<file path="src/rtl/arb2_stream.sv">
// Two-source round-robin arbiter with optional burst hold, feeding a one-entry registered output stage.
// One-cycle latency, one beat per cycle; while a stalled beat waits for y_ready both input readies stay low.
module arb2_stream #(
  parameter int W     = 8,
  parameter int BURST = 1
) (
  input  logic         clk,
  input  logic         rst,
  input  logic [W-1:0] i0_data,
  input  logic         i0_valid,
  output logic         i0_ready,
  input  logic [W-1:0] i1_data,
  input  logic         i1_valid,
  output logic         i1_ready,
  output logic [W-1:0] y_data,
  output logic         y_valid,
  input  logic         y_ready,
  output logic         s
);

  localparam logic [3:0] BURST_L = 4'(BURST);

  logic         last_q, last_d;
  logic [3:0]   cnt_q, cnt_d;
  logic         y_valid_q, y_valid_d;
  logic [W-1:0] y_data_q, y_data_d;
  logic         s_q, s_d;

  logic         load;
  logic         accept;
  logic         g;
  logic         last_vld;
  logic         burst_cont;
  logic [3:0]   cnt_inc;

  assign load       = !y_valid_q || y_ready;
  assign last_vld   = last_q ? i1_valid : i0_valid;
  assign burst_cont = (cnt_q != 4'd0) && last_vld;
  assign accept     = load && (i0_valid || i1_valid);
  assign cnt_inc    = cnt_q + 4'd1;

  // An open burst keeps its owner; otherwise a tie goes to the source not served last.
  always_comb begin
    g = i1_valid;
    if (burst_cont) begin
      g = last_q;
    end else if (i0_valid && i1_valid) begin
      g = !last_q;
    end
  end

  // Readies are forced low during reset so nothing is handed over while the stage is being cleared.
  assign i0_ready = !rst && load && i0_valid && !g;
  assign i1_ready = !rst && load && i1_valid && g;

  always_comb begin
    last_d    = last_q;
    cnt_d     = cnt_q;
    y_valid_d = y_valid_q;
    y_data_d  = y_data_q;
    s_d       = s_q;
    if (accept) begin
      y_data_d  = g ? i1_data : i0_data;
      s_d       = g;
      y_valid_d = 1'b1;
      if ((g == last_q) && (cnt_q != 4'd0)) begin
        cnt_d = (cnt_inc == BURST_L) ? 4'd0 : cnt_inc;
      end else begin
        last_d = g;
        cnt_d  = (BURST == 1) ? 4'd0 : 4'd1;
      end
    end else if (y_ready) begin
      y_valid_d = 1'b0;
    end
  end

  always_ff @(posedge clk or posedge rst) begin
    if (rst) begin
      last_q    <= 1'b1;
      cnt_q     <= 4'd0;
      y_valid_q <= 1'b0;
      y_data_q  <= '0;
      s_q       <= 1'b0;
    end else begin
      last_q    <= last_d;
      cnt_q     <= cnt_d;
      y_valid_q <= y_valid_d;
      y_data_q  <= y_data_d;
      s_q       <= s_d;
    end
  end

  assign y_data  = y_data_q;
  assign y_valid = y_valid_q;
  assign s       = s_q;

  a_one_ready: assert property (@(posedge clk) disable iff (rst) !(i0_ready && i1_ready));

  a_hold_stable: assert property (@(posedge clk) disable iff (rst)
    (y_valid && !y_ready) |=> (y_valid && $stable(y_data) && $stable(s)));

endmodule
</file>
<file path="config.mk">
export PLATFORM = sky130hd
export DESIGN_NAME = arb2_stream
export DESIGN_NICKNAME = d
export VERILOG_FILES = /design/src/rtl/arb2_stream.sv
export SDC_FILE = /design/constraint.sdc
export NUM_CORES = 1
export LEC_CHECK = 0
export ABC_AREA = 1
export ABC_CLOCK_PERIOD_IN_PS = 2800
export CAP_MARGIN = 20
export CORE_MARGIN = 2
export CORE_UTILIZATION = 40
export CTS_CLUSTER_SIZE = 28
export DETAILED_ROUTE_END_ITERATION = 6
export PLACE_DENSITY = 0.68
export SLEW_MARGIN = 20
export SYNTH_ARGS = -nofsm -noshare
export SYNTH_HDL_FRONTEND = slang
export SYNTH_SLANG_ARGS = --single-unit
</file>
<file path="constraint.sdc">
create_clock -name clk -period 2.8 [get_ports clk]
set_input_delay 0.7 -clock clk [delete_from_list [all_inputs] [get_ports clk]]
set_output_delay 0.7 -clock clk [all_outputs]
set_load 0.01 [all_outputs]
</file>
# ---- Word level (Yosys, flattened, before mapping)
# Cells that the tools add are included.
dict set report totals {
  reg_bits 15
  latchBits 0
  ram_bits 0
  romBits 0
  input_bits 21
  out_inout_bits 12
  word_cells 35
  mem_count 0
}
dict set report op_classes {
  add_sub_neg 1
  multipliers 0
  n_div 0
  order_cmp 0
  n_eq_ne 2
  shifts 0
  muxes 8
  bitwise 1
  reduce_logical 18
}
# op n
set op_table {}
lappend op_table {{logical AND 1 bit} 9}
lappend op_table {{two-way mux 4 bit} 2}
lappend op_table {{two-way mux 8 bit} 1}
lappend op_table {{two-way mux 1 bit} 5}
lappend op_table {{adder 4 x 1 -> 4 bit, second input constant} 1}
lappend op_table {{equality test 4 x 1 -> 1 bit, second input constant} 1}
lappend op_table {{zero test 1 bit} 4}
lappend op_table {{nonzero test 4 bit} 1}
lappend op_table {{logical OR 1 bit} 2}
lappend op_table {{AND reduction 2 bit} 1}
lappend op_table {{nonzero test 2 bit} 1}
lappend op_table {{equality test 1 bit} 1}
lappend op_table {{inverter 1 bit} 1}

# ---- Longest topological paths before layout
dict set report depth {
  ltp_word 7
  ltp_mapped 9
  depth_no_buf 8
}

# ---- Worst setup path before layout
# No wires, ideal clock.
dict set report synth_path {
  path_type {in2out}
  from {in i0_valid}
  to {out i1_ready}
  arrival_ns 1.338
  t_required_ns 2.100
  path_slack_ns 0.762
  path_stages 6
  n_path_buf 1
  cell_sequence {nand2_1 clkinv_1 nand3_4 nand3_4 buf_6 nor3_2}
}
dict set report synth_via {
  elab_chain_cells 4
  elab_cells_between_ends 6
  classes_between {mux: 3; reduce/logical: 3}
}
# element line
set synth_rtl {}
lappend synth_rtl {{start: declaration} 10} ;# input logic i0_valid,
lappend synth_rtl {{logical AND 1 bit or two-way mux 1 bit (tied branches)} {47, 37}}
lappend synth_rtl {{two-way mux 1 bit or logical AND 1 bit (tied branches)} {47, 38}}
lappend synth_rtl {{two-way mux 1 bit *} 45} ;# if (burst_cont) begin
lappend synth_rtl {{logical AND 1 bit *} 54} ;# assign i1_ready = !rst && load && i1_valid && g;
lappend synth_rtl {{end: declaration} 14} ;# output logic i1_ready,
# Every way passes the cells marked *; elsewhere a longest branch is shown, timed or not.

# ---- Final worst setup path
dict set report layout_path {
  from {in y_ready}
  to {out i0_ready}
}
dict set report layout_via {
  elab_chain_cells 4
}
# element line
set layout_rtl {}
lappend layout_rtl {{start: declaration} 17} ;# input logic y_ready,
lappend layout_rtl {{logical OR 1 bit} 36} ;# assign load = !y_valid_q || y_ready;
lappend layout_rtl {{logical AND 1 bit (3 in a row)} 53} ;# assign i0_ready = !rst && load && i0_valid && !g;
lappend layout_rtl {{end: declaration} 11} ;# output logic i0_ready,
# No other way between the ends.

==> summary.md <==
| Metric | Value |
|---|---|
| Status | finished clean |
| Min Tclk post-route | roughly 2.7 ns |
| Netlist cell types | 26 |
| Sink Count | 15 |
| Vias in the first global route | between 900 and 1000 |
| Maximum clock rate | ~0.37 GHz |
| Antenna violation net count after detailed routing | 0 |
| Flop2flop setup slack | approximately 1.3 ns |
| Critical Path Start Type | input port |
| Avg WL per Cell | roughly 12 microns |
| Hpwl dp | approximately 1800 microns |
| Antenna violations before repair | 0 |
| Slew HR | 0.792 |
| Top-area cell type share of the netlist area | 0.366 |
| Root Buffer | clkbuf_4 |
| Main combinational cell family by area after synthesis | simple AND/OR/NAND/NOR gates |
| Drt first pass iters | 4 |
| Post-Synth Adder-Cell Area | 0.0392 |
| Total power | between 500 and 600 uW |
| Slew Viols, Final | 0 |
| First-pass GRT wire length | 4050 microns |
| CTS Buf Count | 3 |
| DRT iter0 DRCs | 12 |
| Synth Area in Compound Gates | 0.0601 |
| Gp weighted congestion | approximately 0.74 |
| Vias per cell | just under 5 |
| Vias | roughly 960 |
| Final setup fails | 0 |
| Die W | around 53 microns |
| Post-CTS Setup Bufs | 0 |
| Main synth FF type | dfrtp_1 |
| H-tree depth | 1 |
| Syn nets | 150 |
| Ports | 33 |
| Layout area overhead | 44.4% |
| Final hold vios | 0 |
| Top cell type by total area after synthesis | dfrtp_1 |
| GR Overflow Total | 0 |
| Clock Skews | approximately 0.0037 ns |
| Hold-fix buffers, CTS | 0 |
| Worst-Margin Slew | ~0.31 ns |
| Pwr dens | roughly 430 nW/um^2 |
| Mapped Cells | 126 |
| CORE AREA | ~2200 sq um |
| Fin util | 0.620 |
| Share of layout cells above drive strength 1 | 0.162 |
| Final worst path period share | 0.962 |
| Min-delay worst type | reg2reg |
| Most frequent cells after synthesis | nand2_1 (35), inv_1 (25), dfrtp_1 (14) |
| Die Footprint | 2800 sq um |
| Post-synth ARST share | 1.00 |
| Avg Cell Area, Syn | between 7 and 8 sq um |
| Gr usage total | 0.201 |
| Setup TNS | 0 ns |
| DRC | 0 |
| WP data required | 2.10 ns |
| Clock-pin slew on the worst setup and hold paths | around 0.090 ns |
| Worst VDD drop | ~0.27 mV |
| XOR/XNOR share of the synthesized area | 0.00914 |
| Most frequent cell after synthesis | nand2_1 |
| Post-synthesis simple-gate area fraction | 0.363 |
| N_diodes | 0 |
| Std-Cell Rows | 17 |
| Post-CTS resize count | 1 |
| WL final | roughly 2400 microns |
| Crit-path max FO | 3 |
| Ys Warns | 0 |
| Post-synthesis sequential area ratio | 0.393 |
| Initial Util | 0.429 |
| Multiplexer share of the synthesized area | 0 |
| EDFF count, synth | 0 |
| Largest cells by area after synthesis | dfrtp_1 (37%), nand2_1 (14%), inv_1 (9.8%) |
| Nets | approximately 190 |
| Die H | approximately 53 microns |
| Clk buf depth | 2 |
| Arrival time at the worst endpoint | 1.99 ns |
| Clk_lat worst skew | 0.29 ns |
| Final-layout fill cell count | 222 |
| Synth Cell Area | 958 sq um |
| IO Port Bufs | 32 |
| Pin count of the biggest net entering global routing | 16 |
| Crit. End Element | output pin |
| Leakage | a little over 0.0007 uW |
| CP Class | in2out |
| Max cap viols | 0 |
| Flops & latches, synth | 15 |
| CTS tree | yes |
## layout make-up
type,count,area (sq um),area share
Inverter,27,101,0.0732
Clock buffer,4,26.3,0.0190
Timing Repair Buffer,41,387,0.279
Sequential cell,15,378,0.273
Tap cell,28,35.0,0.0253
Multi-Input combinational cell,80,457,0.330
## cells in the final DEF, fill, tap and decap left out
cell,instances
nor2_1,1
or2_2,1
nand2_2,1
nand2_4,1
nand4_1,10
a22oi_1,1
nand3_1,12
nor2_4,1
nand2_1,35
dfrtp_2,1
nor2_2,2
dlygate4sd2_1,1
inv_1,25
buf_4,9
clkinv_1,1
a21oi_1,1
dfstp_2,1
o21ai_1,3
clkbuf_4,3
nor3_2,1
clkbuf_1,1
o21ai_2,2
xnor2_1,1
dfrtp_1,13
ha_2,1
inv_2,1
o22ai_1,2
clkdlybuf4s50_1,31
nand3_4,2
ha_1,2
## flip-flops by register name, summed over array words and instances (netlist names)
signal   count
cnt_q        4
last_q       1
s            1
y_data       8
y_valid      1
## final timing paths
kind,to,from,cells after the start
worst max-delay path,i0_ready,y_ready,6
worst min-delay path,y_data[4],y_data[4],2
worst max register to register,cnt_q[0],cnt_q[0],8
worst min register to register,y_data[4],y_data[4],2
max in group asynchronous,last_q,rst,3
min in group asynchronous,y_data[2],rst,3
## worst max-delay path, cell delays in order
cell and delay [ns]:
clkdlybuf4s50_1 0.47, nor2_2 0.06, inv_1 0.08, nand4_1 0.10, inv_1 0.06, clkdlybuf4s50_1 0.52
## metrics by stage
stage	hold slack, ns	cell area, sq um	worst slack, ns	cells
after floorplan	0.480	958	0.762	126
after global placement	0.465	1350	-0.0564	191
after detailed placement	0.471	1350	-0.115	191
after CTS	0.499	1380	0.0359	195
after global routing	0.517	1380	-0.000940	195
final	0.494	1380	0.105	195
## kinds of logic (layout without fill, tap and decap cells)
| logic type | count (synthesis) | after routing |
|---|---|---|
| XOR/XNOR | 1 | 1 |
| AO/OA/AOI/OAI | 9 | 9 |
| adder cells (fa/ha/maj) | 3 | 3 |
| flip-flops | 15 | 15 |
| buffers and inverters | 31 | 72 |
| AND/OR/NAND/NOR | 67 | 67 |
## routing by layer
metal	share of wire	global-route usage
met5	0	0
met3	0.047	0.0311
met2	0.49	0.325
met1	0.45	0.257
met4	0.019	0.103
## power breakdown
part           switching, uW  internal [uW]  leakage (uW)  total, uW
Sequential              17.8            247      0.000184        264
Clock                   73.7           55.4     0.0000150        129
Combinational           91.4            109      0.000510        201
No activity file was read; power rests on OpenSTA's default activity.
